File: config.mk
export PLATFORM = sky130hd
export DESIGN_NAME = lsu
export DESIGN_NICKNAME = d
export VERILOG_FILES = /design/src/rtl/lsu_pkg.sv /design/src/rtl/lsu_align.sv /design/src/rtl/lsu.sv
export SDC_FILE = /design/constraint.sdc
export NUM_CORES = 1
export LEC_CHECK = 0
export ABC_AREA = 1
export CAP_MARGIN = 30
export CORE_MARGIN = 10
export CORE_UTILIZATION = 40
export CTS_BUF_LIST = sky130_fd_sc_hd__clkbuf_8 sky130_fd_sc_hd__clkbuf_16
export CTS_CLUSTER_DIAMETER = 30
export CTS_CLUSTER_SIZE = 40
export DETAILED_ROUTE_END_ITERATION = 16
export DONT_BUFFER_PORTS = 1
export RECOVER_POWER = 50
export SYNTH_ARGS = -nofsm -noshare
export SYNTH_HDL_FRONTEND = slang
export SYNTH_SLANG_ARGS = --single-unit
File: constraint.sdc
create_clock -name clk -period 4.6 [get_ports clk]
set_input_delay 0.92 -clock clk [delete_from_list [all_inputs] [get_ports clk]]
set_output_delay 0.92 -clock clk [all_outputs]
set_load 0.01 [all_outputs]
File: src/rtl/lsu_pkg.sv
`default_nettype none
// ============================================================================
//  Module      : lsu_pkg
//  Description : Shared encodings for the load/store unit. This package holds
//                the mem_op codes, the FSM state codes and the request
//                legality check. The control decoder uses the same encodings.
//  Revision    : 1.0 - initial release
// ============================================================================
package lsu_pkg;

    // mem_op encodings. Bit 2 selects zero-extension and bits [1:0] give the size.
    localparam logic [2:0] MEM_B  = 3'b000;
    localparam logic [2:0] MEM_H  = 3'b001;
    localparam logic [2:0] MEM_W  = 3'b010;
    localparam logic [2:0] MEM_BU = 3'b100;
    localparam logic [2:0] MEM_HU = 3'b101;

    // FSM state encodings
    localparam int unsigned STATE_W = 2;
    localparam logic [STATE_W-1:0] ST_IDLE = 2'd0;
    localparam logic [STATE_W-1:0] ST_REQ  = 2'd1;
    localparam logic [STATE_W-1:0] ST_WAIT = 2'd2;
    localparam logic [STATE_W-1:0] ST_RESP = 2'd3;

    // A request is legal when its op is valid for its direction and its
    // address is naturally aligned for the access size. Unsigned ops exist
    // only for loads.
    function automatic logic is_legal(input logic       we,
                                      input logic [2:0] op,
                                      input logic [1:0] lo);
        logic ok;
        case (op)
            MEM_B:   ok = 1'b1;
            MEM_H:   ok = ~lo[0];
            MEM_W:   ok = (lo == 2'b00);
            MEM_BU:  ok = ~we;
            MEM_HU:  ok = ~we & ~lo[0];
            default: ok = 1'b0;
        endcase
        return ok;
    endfunction

endpackage
`default_nettype wire

File: src/rtl/lsu_align.sv
`default_nettype none
// ============================================================================
//  Module      : lsu_align
//  Description : Combinational lane logic for the LSU. It generates the byte
//                strobes, replicates store data across the lanes, and shifts
//                and extends load data.
//  Ports       : op, addr_lo        - access size/sign and byte offset
//                store_data         - right-aligned store data
//                load_data          - raw 32-bit bus read data
//                wstrb, lane_data   - byte strobes and lane-placed store data
//                load_ext           - right-aligned, extended load result
//  Revision    : 1.0 - initial release
// ============================================================================
module lsu_align
    import lsu_pkg::*;
(
    input  logic [2:0]  op,
    input  logic [1:0]  addr_lo,
    input  logic [31:0] store_data,
    input  logic [31:0] load_data,
    output logic [3:0]  wstrb,
    output logic [31:0] lane_data,
    output logic [31:0] load_ext
);

    logic [31:0] w_shifted;

    // Replicating store data means any lane the strobe picks already holds
    // the right bytes, so no data shifter is needed.
    always_comb begin
        wstrb     = 4'b1111;
        lane_data = store_data;
        case (op[1:0])
            2'b00: begin
                wstrb     = 4'b0001 << addr_lo;
                lane_data = {4{store_data[7:0]}};
            end
            2'b01: begin
                wstrb     = 4'b0011 << addr_lo;
                lane_data = {2{store_data[15:0]}};
            end
            default: begin
                wstrb     = 4'b1111;
                lane_data = store_data;
            end
        endcase
    end

    assign w_shifted = load_data >> {addr_lo, 3'b000};

    always_comb begin
        load_ext = w_shifted;
        case (op)
            MEM_B:   load_ext = {{24{w_shifted[7]}},  w_shifted[7:0]};
            MEM_H:   load_ext = {{16{w_shifted[15]}}, w_shifted[15:0]};
            MEM_BU:  load_ext = {24'd0, w_shifted[7:0]};
            MEM_HU:  load_ext = {16'd0, w_shifted[15:0]};
            default: load_ext = w_shifted;
        endcase
    end

endmodule
`default_nettype wire

File: src/rtl/lsu.sv
`default_nettype none
// ============================================================================
//  Module      : lsu
//  Description : Load/store unit. It takes one core request at a time, checks
//                that the request is legal, and runs a single bus transaction
//                for it. It returns a one-cycle response with extended load
//                data or an error. A response that never arrives is reported
//                as an error after TIMEOUT_CYCLES cycles in WAIT.
//  Ports       : clk, rst_n               - clock, async active-low reset
//                req_* / mem_* / addr / wdata - core request
//                rsp_*                    - core response (registered)
//                bus_req_* / bus_we/addr/wdata/wstrb - bus request (registered)
//                bus_rsp_valid/rdata/err  - bus response
//  Revision    : 1.0 - initial release
// ============================================================================
module lsu
    import lsu_pkg::*;
#(
    parameter int unsigned TIMEOUT_CYCLES = 255
) (
    input  logic        clk,
    input  logic        rst_n,
    input  logic        req_valid,
    output logic        req_ready,
    input  logic        mem_write,
    input  logic [2:0]  mem_op,
    input  logic [31:0] addr,
    input  logic [31:0] wdata,
    output logic        rsp_valid,
    output logic [31:0] rsp_rdata,
    output logic        rsp_err,
    output logic        bus_req_valid,
    input  logic        bus_req_ready,
    output logic        bus_we,
    output logic [31:0] bus_addr,
    output logic [31:0] bus_wdata,
    output logic [3:0]  bus_wstrb,
    input  logic        bus_rsp_valid,
    input  logic [31:0] bus_rdata,
    input  logic        bus_rsp_err
);

    // The counter only has to reach TIMEOUT_CYCLES-1. The timeout fires on
    // that WAIT cycle.
    localparam int unsigned c_TMO_W = (TIMEOUT_CYCLES > 2) ? $clog2(TIMEOUT_CYCLES) : 1;
    localparam logic [c_TMO_W-1:0] c_TMO_LAST = c_TMO_W'(TIMEOUT_CYCLES - 1);

    logic [STATE_W-1:0] r_state;
    logic [c_TMO_W-1:0] r_tmo;
    logic [2:0]         r_op;
    logic [1:0]         r_addr_lo;
    logic               r_we;
    logic               r_req_ready;
    logic               r_rsp_valid;
    logic [31:0]        r_rsp_rdata;
    logic               r_rsp_err;
    logic               r_bus_req_valid;
    logic               r_bus_we;
    logic [31:0]        r_bus_addr;
    logic [31:0]        r_bus_wdata;
    logic [3:0]         r_bus_wstrb;

    logic [2:0]         w_op;
    logic [1:0]         w_addr_lo;
    logic [3:0]         w_wstrb;
    logic [31:0]        w_lane_data;
    logic [31:0]        w_load_ext;

    // One aligner serves both ends of a transaction. In IDLE it sees the
    // incoming request, which is used for store lane placement. Otherwise it
    // sees the captured request, which is used for load extraction in WAIT.
    assign w_op      = (r_state == ST_IDLE) ? mem_op    : r_op;
    assign w_addr_lo = (r_state == ST_IDLE) ? addr[1:0] : r_addr_lo;

    lsu_align u_align (
        .op         (w_op),
        .addr_lo    (w_addr_lo),
        .store_data (wdata),
        .load_data  (bus_rdata),
        .wstrb      (w_wstrb),
        .lane_data  (w_lane_data),
        .load_ext   (w_load_ext)
    );

    always_ff @(posedge clk or negedge rst_n) begin
        if (!rst_n) begin
            r_state         <= ST_IDLE;
            r_tmo           <= '0;
            r_op            <= 3'b000;
            r_addr_lo       <= 2'b00;
            r_we            <= 1'b0;
            r_req_ready     <= 1'b0;
            r_rsp_valid     <= 1'b0;
            r_rsp_rdata     <= 32'd0;
            r_rsp_err       <= 1'b0;
            r_bus_req_valid <= 1'b0;
            r_bus_we        <= 1'b0;
            r_bus_addr      <= 32'd0;
            r_bus_wdata     <= 32'd0;
            r_bus_wstrb     <= 4'b0000;
        end else begin
            case (r_state)
                ST_IDLE: begin
                    r_req_ready <= 1'b1;
                    if (req_valid && r_req_ready) begin
                        r_req_ready <= 1'b0;
                        r_op        <= mem_op;
                        r_addr_lo   <= addr[1:0];
                        r_we        <= mem_write;
                        if (is_legal(mem_write, mem_op, addr[1:0])) begin
                            r_state         <= ST_REQ;
                            r_bus_req_valid <= 1'b1;
                            r_bus_we        <= mem_write;
                            r_bus_addr      <= {addr[31:2], 2'b00};
                            r_bus_wdata     <= mem_write ? w_lane_data : 32'd0;
                            r_bus_wstrb     <= mem_write ? w_wstrb : 4'b0000;
                        end else begin
                            r_state     <= ST_RESP;
                            r_rsp_valid <= 1'b1;
                            r_rsp_err   <= 1'b1;
                            r_rsp_rdata <= 32'd0;
                        end
                    end
                end
                ST_REQ: begin
                    if (bus_req_ready) begin
                        r_state         <= ST_WAIT;
                        r_tmo           <= '0;
                        r_bus_req_valid <= 1'b0;
                        r_bus_we        <= 1'b0;
                        r_bus_addr      <= 32'd0;
                        r_bus_wdata     <= 32'd0;
                        r_bus_wstrb     <= 4'b0000;
                    end
                end
                ST_WAIT: begin
                    if (bus_rsp_valid) begin
                        r_state     <= ST_RESP;
                        r_rsp_valid <= 1'b1;
                        r_rsp_err   <= bus_rsp_err;
                        r_rsp_rdata <= (bus_rsp_err || r_we) ? 32'd0 : w_load_ext;
                    end else if (r_tmo == c_TMO_LAST) begin
                        r_state     <= ST_RESP;
                        r_rsp_valid <= 1'b1;
                        r_rsp_err   <= 1'b1;
                        r_rsp_rdata <= 32'd0;
                    end else begin
                        r_tmo <= r_tmo + 1'b1;
                    end
                end
                ST_RESP: begin
                    r_state     <= ST_IDLE;
                    r_rsp_valid <= 1'b0;
                    r_rsp_err   <= 1'b0;
                    r_rsp_rdata <= 32'd0;
                    r_req_ready <= 1'b1;
                end
                default: begin
                    r_state <= ST_IDLE;
                end
            endcase
        end
    end

    assign req_ready     = r_req_ready;
    assign rsp_valid     = r_rsp_valid;
    assign rsp_rdata     = r_rsp_rdata;
    assign rsp_err       = r_rsp_err;
    assign bus_req_valid = r_bus_req_valid;
    assign bus_we        = r_bus_we;
    assign bus_addr      = r_bus_addr;
    assign bus_wdata     = r_bus_wdata;
    assign bus_wstrb     = r_bus_wstrb;

endmodule
`default_nettype wire
==> impl_metrics.ini, run 1 <==
[outcome]
status = finished clean

[grt]
grt.overflow.total = 0
grt_pass1_vias = 4817
grt_pass1_wl_microns = 27500
grt_usage_pct = 17.5
grt_max_degree = 120
grt_antenna_before_repair = 0

[routing]
route.detailed.drc = 0
ant_nets = 0
avgViaCountPerCell = 5.44
wirelength_microns = 17500
dr.first_iter.drc_count = 364
first_pass_iters = 4
vias = 4835
wl_per_cell_microns = 19.7

[pwr]
power.share.sequential_pct = 33.8
p_per_area_nw_per_um2 = 784
swShare_pct = 43.5
p_clk_share_pct = 26.7
p_leak_nw = 3.22
p_switching_mw = 2.21
peakVddDrop_mv = 0.289
power.internal_mw = 2.87
finalPower_mw = 5.08
power_frac_comb_pct = 39.6

[timing]
slew_headroom_pct = 40.9
fin_setup_tns_ps = 0
grt_setup_unrepaired = no
max_clock_freq_mhz = 308
setup_viol = 0
finalCritPeriodShare_pct = 70.6
worstMarginPinSlew_ps = 886
layout_setup_ws_ps = 1350
fin_hold_ws_ps = 208
slew_violations = 0
hold_viol = 0
finalCriticalPeriod_ps = 3250
skew_ps = 8.54

[clock_tree]
insertion_delay_ps = 420
cts_hold_buffers = 0
cts_resized = 0
clk_pin_slew_ps = 60
cts_buffers = 17
htree_levels = 4
cts_sinks = 119
cts_tree = done
cts_root_buffer = clkbuf_16
clockBufferDepth = 2
post-cts-setup-buffers = 0

[placed_design]
dpl_cell_area_sq_um = 5880
portBuffers = 0
dp.cells = 858
gp_congestion = 0.878
place_ws_ps = 1340
hpwlAfterDp_microns = 12800

[die]
dieWidth_microns = 141
core_sq_um = 14400
rows = 44
pin_count = 211
die_y_microns = 141
dieArea_sq_um = 19800
initial_utilization_pct = 40.5

[finish]
final_area_sq_um = 6480
n_antenna_cell = 0
n_fill_cell = 1424
num-nets-final = 805
fin_cells = 889
multiInputGateArea_sq_um = 2500
fin_util_pct = 44.9
ff_latch_area_sq_um = 2980
drive_above_1_share_pct = 7.66
synthToLayoutAreaGrowth_pct = 11.0

[yosys]
synthesis.area_sq_um = 5840
synthMostInstantiatedCell = nand2_1
synth_area_leaders = dfrtp_1 (51%), nand2_1 (16%), o21ai_0 (6.3%)
synth-edff-count = 0
ys_types = 34
synth_seq_cells = 119
synth_flop_cell = dfrtp_1
synthCells = 712
async_flop_share_pct = 100
yosysWarnings = 0
ys_seq_area_share_pct = 51.0
yosys.area.top_type = dfrtp_1
yosys-top-cells-count = nand2_1 (245), dfrtp_1 (119), o21ai_0 (73), nand3_1 (58), inv_1 (40)
synth.avg_cell_area_sq_um = 8.20
synth_top_area_share_pct = 51.0

[worst_setup_path]
criticalPathCategory = flop to flop
worstPathArrival_ps = 3600
path_max_fanout = 34
required_ps = 4950
critPathCaptureType = flop
critPathLaunchType = flop

[run]
cap_viol_max_count = 0

[hold_path]
holdCritPathClass = primary input to async pin
==> cells in the final DEF, fill, tap and decap left out, drive strengths merged <==
master / count
a22o: 30
o31ai: 2
a31oi: 1
a31o: 1
a21oi: 12
o21ai: 93
dfrtp: 119
nand4: 3
clkinvlp: 1
inv: 43
clkinv: 5
o221ai: 2
nand3: 61
ha: 6
nor2: 32
or2: 11
buf: 2
o22ai: 4
clkbuf: 19
mux2: 1
nand2: 251
nand3b: 1
bufinv: 3
conb: 2
==> kinds of logic (layout without fill, tap and decap cells) <==
| kind of cell | count (synthesis) | in the layout | share of synthesized area, % |
|---|---|---|---|
| AOI/OAI and AO/OA | 145 | 145 | 14.7 |
| adders and majority gates | 6 | 6 | 1.29 |
| buffers and inverters | 81 | 73 | 6.21 |
| DFF | 119 | 119 | 51.0 |
| muxes | 1 | 1 | 0.193 |
| other | 1 | 2 | 0.0642 |
| and+or+nand+nor | 359 | 359 | 26.5 |
==> power groups by stage <==
stage	logic, mW	registers, mW	clock network [mW]
6_report	2.01	1.72	1.36
5_1_grt	2.31	1.76	1.43
4_1_cts	2.03	1.73	1.39
3_5_place_dp	2.02	1.74	0
3_3_place_gp	1.97	1.74	0
2_1_floorplan	1.70	1.64	0
==> critical path, cell delays in order (launching register included) <==
cell,delay (ps)
dfrtp_1,400
inv_1,100
ha_1,460
nand2_1,340
a21oi_1,250
nand2_2,90
nor2_4,580
nand2_2,520
nor2_1,260
nand2_1,80
nand2_1,70
==> routing by layer <==
layer  part of all wire [%]  vias up  global-route usage (%)
met1                     39     2331                    19.2
met5                      0        -                       0
met4                    1.9        0                    5.60
met3                     12       25                    9.84
met2                     48      177                    28.0
li1                       -     2302                       -
==> final cells by class <==
| cell class | count | share of cell area [%] |
|---|---|---|
| clock buffer | 19 | 6.99 |
| clock inverter | 12 | 2.34 |
| inverter | 40 | 2.32 |
| multi-input combinational | 513 | 38.6 |
| sequential | 119 | 46.0 |
| tap | 184 | 3.55 |
| timing repair buffer | 2 | 0.232 |
==> worst paths after layout <==
kind,start,end,slack [ps],depth (start not counted)
max,r_state[0]$_DFFE_PN0P_,bus_wdata[30]$_DFFE_PN0P_,1350,10
min,rst_n,bus_addr[2]$_DFFE_PN0P_,210,0
max reg2reg,r_state[0]$_DFFE_PN0P_,bus_wdata[30]$_DFFE_PN0P_,1350,10
min reg2reg,r_op[1]$_DFFE_PN0P_,r_op[1]$_DFFE_PN0P_,500,2
max in group asynchronous,rst_n,rsp_rdata[15]$_DFFE_PN0P_,4230,0
min in group clk,r_op[1]$_DFFE_PN0P_,r_op[1]$_DFFE_PN0P_,500,2
==> sequential cells by signal, indices dropped and copies added (netlist names), 2 cells and up <==
register and flops:
rsp_rdata 32, r_op 3, r_tmo 8, bus_addr 30
r_addr_lo 2, bus_wdata 32, bus_wstrb 4, r_state 2
(Power assumes the default switching activity.)
==> run 2, diff against run 1 <==
==> constraint.sdc (replaced) <==
create_clock -name clk -period 2.75 [get_ports clk]
set_input_delay 0.55 -clock clk [delete_from_list [all_inputs] [get_ports clk]]
set_output_delay 0.55 -clock clk [all_outputs]
set_load 0.01 [all_outputs]
==> impl_metrics.ini, run 2 (synthesis gave the netlist of run 1 again) <==
[timing]
slew_headroom_pct = 53.0
slew_violations = 0
finalCritPeriodShare_pct = 85.6
worstMarginPinSlew_ps = 705
layout_setup_ws_ps = 395
fin_hold_ws_ps = -178
grt_setup_unrepaired = no
hold_viol = 119
fin_setup_tns_ps = 0
max_clock_freq_mhz = 425
setup_viol = 0
finalCriticalPeriod_ps = 2360
skew_ps = 11.0

[finish]
multiInputGateArea_sq_um = 2500
final_common_cell = nand2_1
final_cell_mix = nand2_1 (245), dfrtp_1 (119), o21ai_0 (73), nand3_1 (58), inv_1 (41)
n_antenna_cell = 0
synthToLayoutAreaGrowth_pct = 11.9
drive_above_1_share_pct = 8.96
ff_latch_area_sq_um = 2980
num-nets-final = 813
fin_cells = 898
n_fill_cell = 1431
fin_util_pct = 45.3
final_area_sq_um = 6530

[routing]
wl_per_cell_microns = 19.4
first_pass_iters = 5
route.detailed.drc = 0
dr.first_iter.drc_count = 240
ant_nets = 0
vias = 4804
avgViaCountPerCell = 5.35
wirelength_microns = 17400

[worst_setup_path]
criticalPathCategory = flop to flop
critPathLaunchType = flop
r2r_cells = 8
path_max_fanout = 69
critPathCaptureType = flop
worstPathArrival_ps = 2710
required_ps = 3100

[pwr]
p_leak_nw = 3.25
finalPower_mw = 8.59
p_per_area_nw_per_um2 = 1320
peakVddDrop_mv = 0.577

[clock_tree]
cts_sinks = 119
htree_levels = 4
clockBufferDepth = 2
insertion_delay_ps = 430
cts_tree = done
clk_pin_slew_ps = 60
cts_buffers = 17
cts_root_buffer = clkbuf_16
post-cts-setup-buffers = 0

[grt]
grt_antenna_before_repair = 0
grt_pass1_wl_microns = 27000
grt_usage_pct = 17.4
grt.overflow.total = 0
grt_max_degree = 120
grt_pass1_vias = 4816

[run]
cap_viol_max_count = 0

[placed_design]
gp_congestion = 0.891
dp.cells = 866
portBuffers = 0
dpl_cell_area_sq_um = 5940
place_ws_ps = 299
hpwlAfterDp_microns = 12800

[die]
die_y_microns = 141
initial_utilization_pct = 40.5
rows = 44
dieArea_sq_um = 19800
pin_count = 211
dieWidth_microns = 141
core_sq_um = 14400

[outcome]
violations = negative hold slack
status = finished with violations

[hold_path]
holdCritPathClass = primary input to async pin
run 2: cell count changes in the layout (fill, tap and decap cells not counted), sizes merged:
cell,before,now
buf,2,10
inv,43,47
clkbuf,19,17
bufinv,3,2
run 2: report_power, final:
group	internal (mW)	leakage, nW	total, mW	switching [mW]
registers	2.27	1.57	2.87	0.605
clock network	1.35	0.294	2.22	0.868
logic	1.16	1.38	3.50	2.33
total	4.78	3.25	8.59	3.81
run 2: worst max-delay path, stage by stage, from the launching register on:
cell     delay [ps]
dfrtp_1         400
inv_1           100
ha_1            370
inv_1           150
nor2_1          230
a21oi_1          80
nand2_2         110
buf_4           560
a22o_1          260
run 2: per-layer routing:
metal  global-route usage [%]  routed length, microns  up-vias  part of all wire, %
li1                         -                       -     2326                    -
met2                     28.8                    8620      180                   49
met1                     18.8                    6540     2274                   37
met5                        0                       0        -                    0
met3                     8.90                    2010       24                   12
met4                     5.60                     269        0                  1.5
run 2: final cells by class:
class                      instances  share of cell area (%)
clock buffer                      17                    6.51
clock inverter                    15                    2.59
inverter                          40                    2.30
multi-input combinational        513                    38.3
sequential                       119                    45.6
tap                              184                    3.52
timing repair buffer              10                    1.15
run 2: worst paths after layout:
kind	to	slack (ps)	startpoint
setup reg to reg	bus_addr[3]$_DFFE_PN0P_	390	r_state[1]$_DFFE_PN0P_
max in group asynchronous	rsp_rdata[31]$_DFFE_PN0P_	2770	rst_n
setup / recovery	bus_addr[3]$_DFFE_PN0P_	390	r_state[1]$_DFFE_PN0P_
hold reg to reg	r_op[1]$_DFFE_PN0P_	490	r_op[1]$_DFFE_PN0P_
hold / removal	rsp_rdata[29]$_DFFE_PN0P_	-180	rst_n
min in group clk	bus_addr[28]$_DFFE_PN0P_	260	addr[28]
run 2: timing repair:
item | in CTS | in global routing
endpoints found under the hold margin | 119 | 119
gates resized for setup | 0 | 1
endpoints found under the setup margin | 0 | 6
==> run 3, diff against run 2 <==
--- a/config.mk
+++ b/config.mk
@@ -5,7 +5,6 @@
 export SDC_FILE = /design/constraint.sdc
 export NUM_CORES = 1
 export LEC_CHECK = 0
-export ABC_AREA = 1
 export CAP_MARGIN = 30
 export CORE_MARGIN = 10
 export CORE_UTILIZATION = 40
==> impl_metrics.ini, run 3 <==
[worst_setup_path]
critPathLaunchType = flop
worstPathArrival_ps = 2760
required_ps = 3090
cp_top_family = multiplexers
slowest_delay_ps = 440
r2r_start = r_state[0]$_DFFE_PN0P_
crit_slowest_cell = mux2_4
criticalPathCategory = flop to flop
worstPathCellList = inv_1 -> ha_1 -> mux2_4 -> mux2i_1 -> a22oi_1 -> nor3b_4 -> o21ai_2 -> buf_4 -> o21ai_1
critPathCaptureType = flop
crit_start = r_state[0]$_DFFE_PN0P_
path_max_fanout = 25
crit_buf_inv = 2

[finish]
fin_util_pct = 46.2
synthToLayoutAreaGrowth_pct = 13.8
num-nets-final = 732
n_fill_cell = 1368
final_common_cell = nand2_1
final_cell_mix = nand2_1 (170), dfrtp_1 (119), nand3b_1 (31), a21oi_1 (30), a22o_1 (30)
fin_cells = 818
drive_above_1_share_pct = 12.8

[pwr]
peakVddDrop_mv = 0.547
p_leak_nw = 3.16
p_per_area_nw_per_um2 = 1210

[yosys]
synthesis.area_sq_um = 5880
synth_seq_cells = 119
ys_seq_area_share_pct = 50.7
yosys-top-cells-count = nand2_1 (170), dfrtp_1 (119), nand3b_1 (31), a21oi_1 (30), a22o_1 (30)
yosysWarnings = 0
synthCells = 620
synth_area_leaders = dfrtp_1 (51%), nand2_1 (11%), a22o_1 (4.5%)
synth_top_area_share_pct = 50.7
synth_flop_cell = dfrtp_1
async_flop_share_pct = 100
ys_types = 45
synthMostInstantiatedCell = nand2_1
yosys.area.top_type = dfrtp_1
synth-edff-count = 0
synth.avg_cell_area_sq_um = 9.48

[run]
cap_viol_max_count = 0

[placed_design]
hpwlAfterDp_microns = 13100
portBuffers = 0
dp.cells = 785
place_ws_ps = 340
gp_congestion = 0.941

[hold_path]
holdCritPathClass = primary input to async pin

[timing]
skew_ps = 13.6
max_clock_freq_mhz = 413
worstMarginPinSlew_ps = 616
setup_viol = 0
slew_headroom_pct = 58.6
fin_setup_tns_ps = 0
hold_viol = 119
slew_violations = 0
fin_hold_ws_ps = -161
layout_setup_ws_ps = 330
grt_setup_unrepaired = no
finalCritPeriodShare_pct = 88.0
finalCriticalPeriod_ps = 2420

[grt]
grt_usage_pct = 17.6
grt_max_degree = 120
grt_pass1_wl_microns = 27600
grt_antenna_before_repair = 1
grt_pass1_vias = 4683
grt.overflow.total = 0

[routing]
wl_per_cell_microns = 21.6
first_pass_iters = 6
avgViaCountPerCell = 5.54
vias = 4533
wirelength_microns = 17700
route.detailed.drc = 0
dr.first_iter.drc_count = 313
ant_nets = 0

[die]
initial_utilization_pct = 40.6
dieWidth_microns = 141
rows = 44
dieArea_sq_um = 19900
pin_count = 211
die_y_microns = 141
core_sq_um = 14500

[clock_tree]
clockBufferDepth = 2
cts_tree = done
clk_pin_slew_ps = 60
post-cts-setup-buffers = 0
insertion_delay_ps = 420
cts_root_buffer = clkbuf_16
cts_sinks = 119
htree_levels = 4
cts_buffers = 17
cts_resized = 0

[outcome]
violations = negative hold slack
status = finished with violations
==> run 3: power by group <==
part	internal, mW	switching [mW]
Combinational	1.14	1.80
Sequential	2.30	0.723
Clock	1.32	0.812
Total	4.76	3.33
==> run 3: cell type report <==
cell class	instances	area [sq um]	share of cell area (%)
Sequential cell	119	2980	44.5
Tap cell	184	230	3.44
Clock inverter	15	141	2.11
Inverter	6	22.5	0.337
Timing Repair Buffer	19	168	2.51
Multi-Input combinational cell	457	2720	40.7
Clock buffer	17	425	6.36
Antenna cell	1	2.50	0.0374
==> run 3: worst paths after layout <==
kind                                              to  slack, ps  cells past startpoint
setup reg to reg           rsp_rdata[31]$_DFFE_PN0P_        330                      9
setup / recovery           rsp_rdata[31]$_DFFE_PN0P_        330                      9
max in group asynchronous      rsp_valid$_DFFE_PN0P_       2640                      0
min in group clk            bus_wdata[1]$_DFFE_PN0P_        260                      1
hold reg to reg                  r_op[0]$_DFFE_PN0P_        540                      1
hold / removal             bus_wdata[30]$_DFFE_PN0P_       -160                      0
==> run 3: worst reg2reg max path, cell delays in order (launching register included) <==
cell     delay [ps]
dfrtp_1         400
inv_1           110
ha_1            250
mux2_4          440
mux2i_1         180
a22oi_1         260
nor3b_4         250
o21ai_2          80
buf_4           210
o21ai_1         160
==> run 3: metrics by stage <==
step / area (sq um) / power, mW
3_5_place_dp: 6120 / 6.04
5_1_grt: 6690 / 8.69
4_1_cts: 6680 / 8.20
3_3_place_gp: 6120 / 5.95
6_report: 6690 / 8.09
2_1_floorplan: 5880 / 5.12
==> run 3: per-layer routing <==
layer  track usage, %  vias up  wire, microns
met3             10.2       25           2550
li1                 -     2133              -
met1             19.6     2180           6420
met2             27.3      195           8410
met5                0        -              0
met4             6.20        0            320
==> run 3: cells by family after synthesis <==
family / Yosys count / synth area share, %
xor+xnor: 5 / 0.745
other cells: 1 / 0.0638
fa+ha+maj: 6 / 1.28
simple gates: 271 / 22.1
buf+inv: 45 / 3.51
mux: 32 / 5.87
compound gates: 141 / 15.7
flops: 119 / 50.7
